**src/rtl/imm_ext_pipe.sv**
```systemverilog
// imm_ext_pipe: registered immediate-extension stage with a 2-entry elastic
// buffer between decode and execute. Optional build macro:
//   IMM_EXT_BRANCH_TGT_EN - store pc_plus4 + (sext(imm16) << 2) per entry and
//                           drive it on br_target; otherwise br_target is 0.
module imm_ext_pipe #(
    parameter int XLEN = 32
) (
    input  logic            clk,
    input  logic            rst,
    input  logic            flush,
    input  logic            in_valid,
    output logic            in_ready,
    input  logic [31:0]     instr,
    input  logic [XLEN-1:0] pc_plus4,
    input  logic [2:0]      ext_op,
    output logic            out_valid,
    input  logic            out_ready,
    output logic [XLEN-1:0] imm_out,
    output logic [XLEN-1:0] br_target,
    output logic            op_err
);

    typedef enum logic [1:0] {
        EMPTY = 2'd0,
        ONE   = 2'd1,
        TWO   = 2'd2
    } state_t;

    state_t state, state_next;

    logic            accept, pop;
    logic            load_head, load_tail, head_from_tail;
    logic [XLEN-1:0] sext16;
    logic [XLEN-1:0] new_imm;
    logic            new_err;
    logic [XLEN-1:0] head_imm, tail_imm;
    logic            head_err, tail_err;

    assign out_valid = (state != EMPTY);
    assign accept    = in_valid && in_ready;
    assign pop       = out_valid && out_ready;
    assign sext16    = XLEN'($signed(instr[15:0]));

    // Extension of the incoming word; reserved modes fall back to zero-extend.
    always_comb begin
        new_imm = XLEN'(instr[15:0]);
        new_err = 1'b0;
        case (ext_op)
            3'b000:  new_imm = XLEN'(instr[15:0]);
            3'b001:  new_imm = sext16;
            3'b010:  new_imm = XLEN'(instr[10:6]);
            3'b011:  new_imm = XLEN'($signed({instr[15:0], 16'h0000}));
            3'b100:  new_imm = sext16 << 2;
            3'b101:  new_imm = {pc_plus4[XLEN-1:28], instr[25:0], 2'b00};
            default: begin
                new_imm = XLEN'(instr[15:0]);
                new_err = 1'b1;
            end
        endcase
    end

    // Buffer occupancy next state; flush wins over everything.
    always_comb begin
        state_next = state;
        case (state)
            EMPTY:   if (accept) state_next = ONE;
            ONE: begin
                if (accept && !pop)      state_next = TWO;
                else if (pop && !accept) state_next = EMPTY;
            end
            TWO:     if (pop) state_next = ONE;
            default: state_next = EMPTY;
        endcase
        if (flush) state_next = EMPTY;
    end

    // State register and registered in_ready.
    always_ff @(posedge clk or posedge rst) begin
        if (rst) begin
            state    <= EMPTY;
            in_ready <= 1'b1;
        end else begin
            state    <= state_next;
            in_ready <= (state_next != TWO);
        end
    end

    // Head reloads when it is empty-and-filled, replaced in ONE, or shifted in TWO.
    assign head_from_tail = (state == TWO);
    assign load_head = !flush && (((state == EMPTY) && accept) ||
                                  ((state == ONE) && accept && pop) ||
                                  ((state == TWO) && pop));
    assign load_tail = !flush && (state == ONE) && accept && !pop;

    // Entry storage for extended operand and reserved-op flag.
    always_ff @(posedge clk or posedge rst) begin
        if (rst) begin
            head_imm <= '0;
            head_err <= 1'b0;
            tail_imm <= '0;
            tail_err <= 1'b0;
        end else begin
            if (load_head) begin
                head_imm <= head_from_tail ? tail_imm : new_imm;
                head_err <= head_from_tail ? tail_err : new_err;
            end
            if (load_tail) begin
                tail_imm <= new_imm;
                tail_err <= new_err;
            end
        end
    end

    assign imm_out = head_imm;
    assign op_err  = head_err;

`ifdef IMM_EXT_BRANCH_TGT_EN
    logic [XLEN-1:0] new_tgt, head_tgt, tail_tgt;
    logic            unused_instr;

    assign new_tgt      = pc_plus4 + (sext16 << 2);
    assign unused_instr = ^instr[31:26];

    // Branch target travels with its entry exactly like the operand.
    always_ff @(posedge clk or posedge rst) begin
        if (rst) begin
            head_tgt <= '0;
            tail_tgt <= '0;
        end else begin
            if (load_head) head_tgt <= head_from_tail ? tail_tgt : new_tgt;
            if (load_tail) tail_tgt <= new_tgt;
        end
    end

    assign br_target = head_tgt;
`else
    logic unused_bits;

    assign unused_bits = ^{instr[31:26], pc_plus4[27:0]};
    assign br_target   = '0;
`endif

endmodule
```
**config.mk**
```make
export PLATFORM = sky130hd
export DESIGN_NAME = imm_ext_pipe
export DESIGN_NICKNAME = d
export VERILOG_FILES = /design/src/rtl/imm_ext_pipe.sv
export SDC_FILE = /design/constraint.sdc
export NUM_CORES = 1
export LEC_CHECK = 0
export ABC_AREA = 1
export CORE_UTILIZATION = 30
export CTS_BUF_LIST = sky130_fd_sc_hd__clkbuf_16
export DETAILED_ROUTE_END_ITERATION = 10
export PLACE_DENSITY = 0.61
export SKIP_LAST_GASP = 1
export SLEW_MARGIN = 20
export SYNTH_ARGS = -nofsm -noshare
export SYNTH_HDL_FRONTEND = slang
export SYNTH_SLANG_ARGS = --single-unit
```
**constraint.sdc**
```tcl
create_clock -name clk -period 2 [get_ports clk]
set_input_delay 0.3 -clock clk [delete_from_list [all_inputs] [get_ports clk]]
set_output_delay 0.3 -clock clk [all_outputs]
set_load 0.02 [all_outputs]
```
; ---- Word level (Yosys, flattened, before mapping)
; Index checks and enable logic that the tools add are counted.
[op_classes]
n_eq_ne = 8
muxes = 10
reduce_logical = 21
[ops]
columns = op, count
row1 = 32-bit case mux with 5 select lines, 1
row2 = 32-bit 2-to-1 mux, 1
row3 = 1-bit logical AND, 12
row4 = 2-bit 2-to-1 mux, 5
row5 = 3-bit by 2-bit equality test with 1-bit output (second input constant), 2
row6 = 3-bit equality test (second input constant), 2
row7 = 2-bit case mux with 3 select lines, 1
row8 = 6-bit OR reduction, 1
row9 = 3-bit by 1-bit equality test with 1-bit output (second input constant), 1
row10 = 1-bit logical NOT, 3
row11 = 3-bit logical NOT, 1
row12 = 2-bit by 1-bit equality test with 1-bit output (second input constant), 1
row13 = 2-bit equality test (second input constant), 1
row14 = 2-bit logical NOT, 1
row15 = 1-bit logical OR, 2
row16 = 1-bit 2-to-1 mux, 2
row17 = 2-bit != test (second input constant), 1
row18 = 2-bit nonzero test, 1
[word_totals]
regBits = 69
input_bits = 72

; ---- Logic depth before layout (Yosys ltp)
; Gate-level depths: netlist of the first run.
[depth]
word_depth = 8
depth_mapped = 9
ltp_nobuf = 8

; ---- Least setup slack after synthesis of the first run
; Ideal clock, no wire load.
[synth_timing]
kind = register to register
from = register in_ready
to = register tail_imm[12]
setup_time_ns = 0.133
t_arrival_ns = 1.311
t_required_ns = 1.867
path_slack_ns = 0.556
path_stages_with_launch = 7
path_buffers = 1
cell_sequence = dfstp_2 -> nand2_1 -> inv_1 -> nand2_1 -> nor2_2 -> clkbuf_1 -> o21ai_0
[synth_via]
elab_chain_len = 3
[synth_lines]
columns = element, line_no
row1 = start: declaration, 12  ; output logic in_ready,
row2 = start signal: assignment, 84  ; in_ready <= (state_next != TWO);
row3 = 1-bit logical AND, 40  ; assign accept = in_valid && in_ready;
row4 = 1-bit logical AND (2 in series), 93  ; assign load_tail = !flush && (state == ONE) && accept && !pop;
row5 = end signal: assignment, 108  ; tail_imm <= new_imm;
row6 = end: declaration, 36  ; logic [XLEN-1:0] head_imm, tail_imm;
; Every way passes these cells.
; A chain may end at the register's enable or synchronous reset.

; ---- Final worst setup path of the first run
[layout_timing]
from = register state[1]
to = output port out_valid
[layout_via]
elab_chain_len = 1
[layout_lines]
columns = element, line_no
row1 = start: declaration, 29  ; state_t state, state_next;
row2 = start signal: assignment, 83  ; state <= state_next;
row3 = 2-bit nonzero test, 39  ; assign out_valid = (state != EMPTY);
row4 = end: declaration, 16  ; output logic out_valid,
; Every way passes these cells.

==> results of run 1 <==
## metal layers
| metal | track usage (%) | wire length, um |
|---|---|---|
| met1 | 19.1 | 4810 |
| met2 | 25.3 | 5240 |
| met3 | 3.57 | 517 |
| met4 | 6.79 | 233 |
| met5 | 0 | 0 |
## metrics by stage
step	utilization, %	hold WS, ns	area, um2	std cells
after global routing	38.2	0.473	5280	839
after floorplan	-	0.363	4360	623
final	38.2	0.413	5280	839
after global placement	36.0	0.463	4970	823
after detailed placement	36.0	0.466	4970	823
after CTS	38.2	0.442	5280	839
## where the power goes
part	total (mW)	internal (mW)	leakage [nW]	switching [mW]
combinational	1.20	0.505	1.76	0.698
clock	1.64	1.07	0.155	0.566
sequential	1.82	1.69	0.885	0.129
## cells by family after synthesis
group / count (synthesis) / share of synthesized area (%)
other: 1 / 0.0884
AO/OA/AOI/OAI: 17 / 2.00
flip-flops: 69 / 40.7
buffers and inverters: 110 / 15.5
AND/OR/NAND/NOR: 395 / 41.7
## path summary, 6_finish.rpt
path,from,end,slack [ns],depth (start not counted)
worst max-delay path,state[1],out_valid,0.21,3
worst min register to register,imm_out[3],imm_out[3],0.47,2
max in group asynchronous,rst,in_ready,1.24,3
worst min-delay path,rst,imm_out[7],0.41,3
min in group clk,imm_out[3],imm_out[3],0.47,2
worst max register to register,in_ready,imm_out[8],0.50,7
## cell usage in the layout, fill, tap and decap left out
cell type	count
sky130_fd_sc_hd__dfrtp_1	68
sky130_fd_sc_hd__a21oi_1	2
sky130_fd_sc_hd__clkbuf_16	9
sky130_fd_sc_hd__o21ai_0	7
sky130_fd_sc_hd__clkinvlp_4	1
sky130_fd_sc_hd__nand2_1	240
sky130_fd_sc_hd__inv_1	37
sky130_fd_sc_hd__nand2_4	2
sky130_fd_sc_hd__o21ai_1	8
sky130_fd_sc_hd__bufinv_16	2
sky130_fd_sc_hd__nand2_2	7
sky130_fd_sc_hd__dfstp_2	1
sky130_fd_sc_hd__nor2_4	1
sky130_fd_sc_hd__buf_12	4
sky130_fd_sc_hd__inv_4	1
sky130_fd_sc_hd__nand3_1	64
sky130_fd_sc_hd__nor2_1	25
sky130_fd_sc_hd__clkinv_1	2
sky130_fd_sc_hd__clkdlybuf4s50_1	72
sky130_fd_sc_hd__clkinv_2	2
sky130_fd_sc_hd__conb_1	32
sky130_fd_sc_hd__nor2_2	1
sky130_fd_sc_hd__buf_4	10
sky130_fd_sc_hd__nor3_1	9
sky130_fd_sc_hd__nand4_1	36
sky130_fd_sc_hd__nor3_2	10
sky130_fd_sc_hd__inv_2	6
## critical path, delay by kind of cell (launching register included)
kind                   cells  cell delay (ns)
buffers and inverters      2             0.67
and+or+nand+nor            1             0.07
DFF                        1             0.41
## synthesized netlist by cell type, drive strengths merged
library cell / instances
clkbuf: 3
o21ai: 15
nor2: 27
nor3: 19
nand2: 249
a21oi: 2
dfrtp: 68
dfstp: 1
inv: 44
nand3: 64
nand4: 36
buf: 63
conb: 1
## registers in the layout (all words and copies together) (netlist names)
| name | count |
|---|---|
| in_ready | 1 |
| tail_err | 1 |
| state | 2 |
| imm_out | 32 |
| tail_imm | 32 |
| op_err | 1 |
## layout make-up
class | instances | share of cell area [%]
clock inverter | 7 | 1.54
sequential | 69 | 32.7
timing repair buffer | 86 | 16.6
multi-input combinational | 444 | 37.4
tap | 180 | 4.26
inverter | 44 | 3.25
clock buffer | 9 | 4.26
==> run_summary.xml, run 1 <==
<?xml version="1.0" encoding="UTF-8"?>
<metrics>
  <group name="clock_tree">
    <metric name="cts_htree_levels" unit="">3</metric>
    <metric name="postCtsSetupBuffers" unit="">0</metric>
    <metric name="clock_sink_count" unit="">69</metric>
    <metric name="cts_tree" unit="">built</metric>
    <metric name="clock_latency" unit="ns">0.33</metric>
    <metric name="cts.root.buffer_cell" unit="">sky130_fd_sc_hd__clkbuf_16</metric>
    <metric name="cts.clk_slew.worst_paths" unit="ns">0.05</metric>
    <metric name="cts.path.max_buffers" unit="">2</metric>
    <metric name="hold_buffers" unit="">0</metric>
    <metric name="tritoncts.num_buffers" unit="">9</metric>
    <metric name="cts-resized-gates" unit="">0</metric>
  </group>
  <group name="floorplan">
    <metric name="initial_core_util" unit="%">30.7</metric>
    <metric name="die_h" unit="um">121</metric>
    <metric name="fp-row-count" unit="">43</metric>
    <metric name="die_w" unit="um">121</metric>
    <metric name="floorplan.die_area" unit="um2">14600</metric>
    <metric name="core_region_area" unit="um2">13800</metric>
    <metric name="boundaryPins" unit="">139</metric>
  </group>
  <group name="run_status">
    <metric name="run_status" unit="">completed</metric>
  </group>
  <group name="drt">
    <metric name="wl" unit="um">10800</metric>
    <metric name="drt-initial-drc-count" unit="">201</metric>
    <metric name="wire_per_inst" unit="um">12.9</metric>
    <metric name="antenna_left" unit="">0</metric>
    <metric name="drt_pass1_iterations" unit="">5</metric>
    <metric name="detailroute.via_count" unit="">3700</metric>
    <metric name="drc_errors" unit="">0</metric>
    <metric name="drt-vias-per-instance" unit="">4.41</metric>
  </group>
  <group name="final_layout">
    <metric name="syn2layout_area_growth" unit="%">24.4</metric>
    <metric name="final_layout_size_suffix_gt1_share" unit="%">8.65</metric>
    <metric name="fillers" unit="">1430</metric>
    <metric name="design.final.nets" unit="">726</metric>
    <metric name="multiInputGateArea" unit="um2">1970</metric>
    <metric name="antenna-diode-count" unit="">0</metric>
    <metric name="sequential_cell_area" unit="um2">1730</metric>
  </group>
  <group name="placement">
    <metric name="port-buffer-count" unit="">72</metric>
    <metric name="gp_congestion" unit="">0.844</metric>
    <metric name="detailedPlacementHpwl" unit="um">7510</metric>
    <metric name="post_place_setup_slack" unit="ns">0.143</metric>
  </group>
  <group name="worst_setup_path">
    <metric name="worst-endpoint-required" unit="ns">1.70</metric>
    <metric name="critical-path-slowest-cell" unit="">sky130_fd_sc_hd__clkdlybuf4s50_1</metric>
    <metric name="worst-path-max-fanout" unit="">4</metric>
    <metric name="path_cells" unit="">inv_2 &gt; nand2_2 &gt; clkdlybuf4s50_1</metric>
    <metric name="cp.arrival" unit="ns">1.49</metric>
    <metric name="worstSetupEndpointType" unit="">output port</metric>
    <metric name="path_class" unit="">flip-flop to output port</metric>
    <metric name="critical_path.startpoint_type" unit="">flip-flop</metric>
    <metric name="critical-path-max-stage-delay" unit="ns">0.59</metric>
  </group>
  <group name="timing">
    <metric name="drv_slew" unit="">0</metric>
    <metric name="fin_setup_tns" unit="ns">0</metric>
    <metric name="endpoints_failing_hold" unit="">0</metric>
    <metric name="max_clock_freq" unit="MHz">558</metric>
    <metric name="post-route-min-period" unit="ns">1.79</metric>
    <metric name="maxSlewHeadroom" unit="%">61.7</metric>
    <metric name="slew_at_the_pin_closest_to_its_max_slew_limit" unit="ns">0.573</metric>
    <metric name="setup_viol" unit="">0</metric>
    <metric name="grt_setup_unrepaired" unit="">false</metric>
    <metric name="post-route-worst-setup-slack" unit="ns">0.208</metric>
    <metric name="timing.final.crit_share" unit="%">89.6</metric>
    <metric name="clock-skew-final" unit="ns">0.00330</metric>
  </group>
  <group name="global_routing">
    <metric name="grt_antenna_before_repair" unit="">0</metric>
    <metric name="track_usage" unit="%">15.3</metric>
    <metric name="maximum_number_of_pins_on_one_net_before_global_route_repair" unit="">70</metric>
    <metric name="grt_pass1_wl" unit="um">17200</metric>
    <metric name="globalRoute.totalOverflow" unit="">0</metric>
    <metric name="grt_pass1_vias" unit="">3447</metric>
  </group>
  <group name="job">
    <metric name="drv.max_cap_violation_count" unit="">0</metric>
  </group>
  <group name="synth">
    <metric name="synth_top_area_share" unit="%">40.1</metric>
    <metric name="postSynthAreaPerCell" unit="um2">7.17</metric>
    <metric name="yosysWarnings" unit="">0</metric>
    <metric name="post_synth_inst_count" unit="">592</metric>
    <metric name="synth.ff_latch_count" unit="">69</metric>
    <metric name="synth.distinct_cells" unit="">24</metric>
    <metric name="post-synth-top-area-cell" unit="">sky130_fd_sc_hd__dfrtp_1</metric>
    <metric name="synth.top_cells.by_area" unit="">sky130_fd_sc_hd__dfrtp_1, sky130_fd_sc_hd__nand2_1, sky130_fd_sc_hd__nand3_1, sky130_fd_sc_hd__buf_4, sky130_fd_sc_hd__nand4_1</metric>
    <metric name="netlist_area" unit="um2">4240</metric>
    <metric name="seq_area_frac_synth" unit="%">40.7</metric>
  </group>
  <group name="power">
    <metric name="total_leakage_power" unit="nW">2.80</metric>
    <metric name="finalPower" unit="mW">4.66</metric>
    <metric name="power.ir.vdd_worst" unit="mV">0.349</metric>
    <metric name="power.density" unit="nW/um2">882</metric>
  </group>
  <group name="min_path">
    <metric name="hp-class" unit="">primary input to asynchronous set/reset pin</metric>
  </group>
</metrics>
Power figures use the tool's default switching activity.
==> run 2: changes to the inputs <==
- SETUP_SLACK_MARGIN: default -> 0.02
==> results of run 2 <==
Final layout, timing and power as in run 1 (identical DEF).
==> RTL edit: new RTL, settings of run 1 <==
`XLEN`: 32 -> 36.
--- a/src/rtl/imm_ext_pipe.sv
+++ b/src/rtl/imm_ext_pipe.sv
@@ -5,3 +5,3 @@
 module imm_ext_pipe #(
-    parameter int XLEN = 32
+    parameter int XLEN = 36
 ) (
Interface: changed (resized br_target, imm_out and pc_plus4); port bits go from 139 to 151. The function was not compared with the original's and may differ.
==> RTL edit against run 1 <==
Wire length is 14% higher; clock power up 4%; sequential cell count is 8 higher; highest routed layer unchanged; non-clock buffer count up 20; largest power group unchanged; area after synthesis increased by 7.5%; power up 9.0%; first-iteration DRC count grew 69%; register-to-register slack worse by 0.03 ns; largest cell class unchanged; design area rose by 10%; the run now ends with design-rule violations left; setup slack worse by 0.00054 ns.
==> RTL edit: results <==
[power_and_ir_drop]
p_switching_mw = 1.552
power_density_nw_per_um2 = 873.1
irDropWorstVdd_v = 0.0003845

[outcome]
violations = design-rule violations
outcome = finished, violations left

[placement]
io_buffers = 80
placed_cells = 905
finalWeightedCongestion = 0.8082

[global_routing]
first_global_vias = 3932
gr-usage-all-layers = 0.1664
met3_usage = 0.04108
gr-usage-met2 = 0.2622
grt_pass1_wl_mm = 20.40
met1_usage = 0.2240

[final_layout]
multi_input_area_sq_um = 2118
nets = 808
drive_gt1_frac = 0.07463
clock_area_frac = 0.05289
n_all_buffers = 106
inv_count = 46

[detailed_routing]
wl_met3_um = 779
wirelength_mm = 12.30
dr.pass1.iters = 11
wl_met1_mm = 5.763
drc = 6
wl_met2_mm = 5.550
drtIter0Drc = 340

[synth]
synth_seq_area_share = 0.4224
synth.cells.most_frequent = nand2_1, dfrtp_1, nand3_1, nand4_1
yosysUniqueCellTypes = 23
syn-mean-instance-area_sq_um = 6.947

[critical_path]
max_stage_delay_ns = 0.61
r2r_slack_ns = 0.47
r2r-end = imm_out[21]

[sta]
holdWs_ns = 0.4329
[RTL edit: cell count changes in the layout (fill, tap and decap cells not counted), sizes merged, moves of 5 or more]
cell,run 1,this run
nand4,36,43
dfrtp,68,76
nand2,249,274
buf,14,26
clkdlybuf4s50,72,80
nand3,64,69
[RTL edit: kinds of logic after synthesis]
kind of cell / count (synthesis) / share of synthesized area
buffers and inverters: 123 / 0.1423
other: 1 / 0.0008216
AOI/OAI and AO/OA: 19 / 0.02193
DFF: 77 / 0.4224
and+or+nand+nor: 437 / 0.4126
[RTL edit: how the worst max path moves through the flow]
stage | cells past startpoint | from | slack, ns | endpoint
2_1_floorplan | 8 | in_ready | 0.59 | tail_imm[16]
3_3_place_gp | 9 | ext_op[1] | 0.16 | imm_out[35]
3_5_place_dp | 8 | ext_op[2] | 0.15 | imm_out[14]
4_1_cts | 3 | state[1] | 0.20 | out_valid
5_1_grt | 3 | state[1] | 0.14 | out_valid
6_report | 3 | state[1] | 0.21 | out_valid
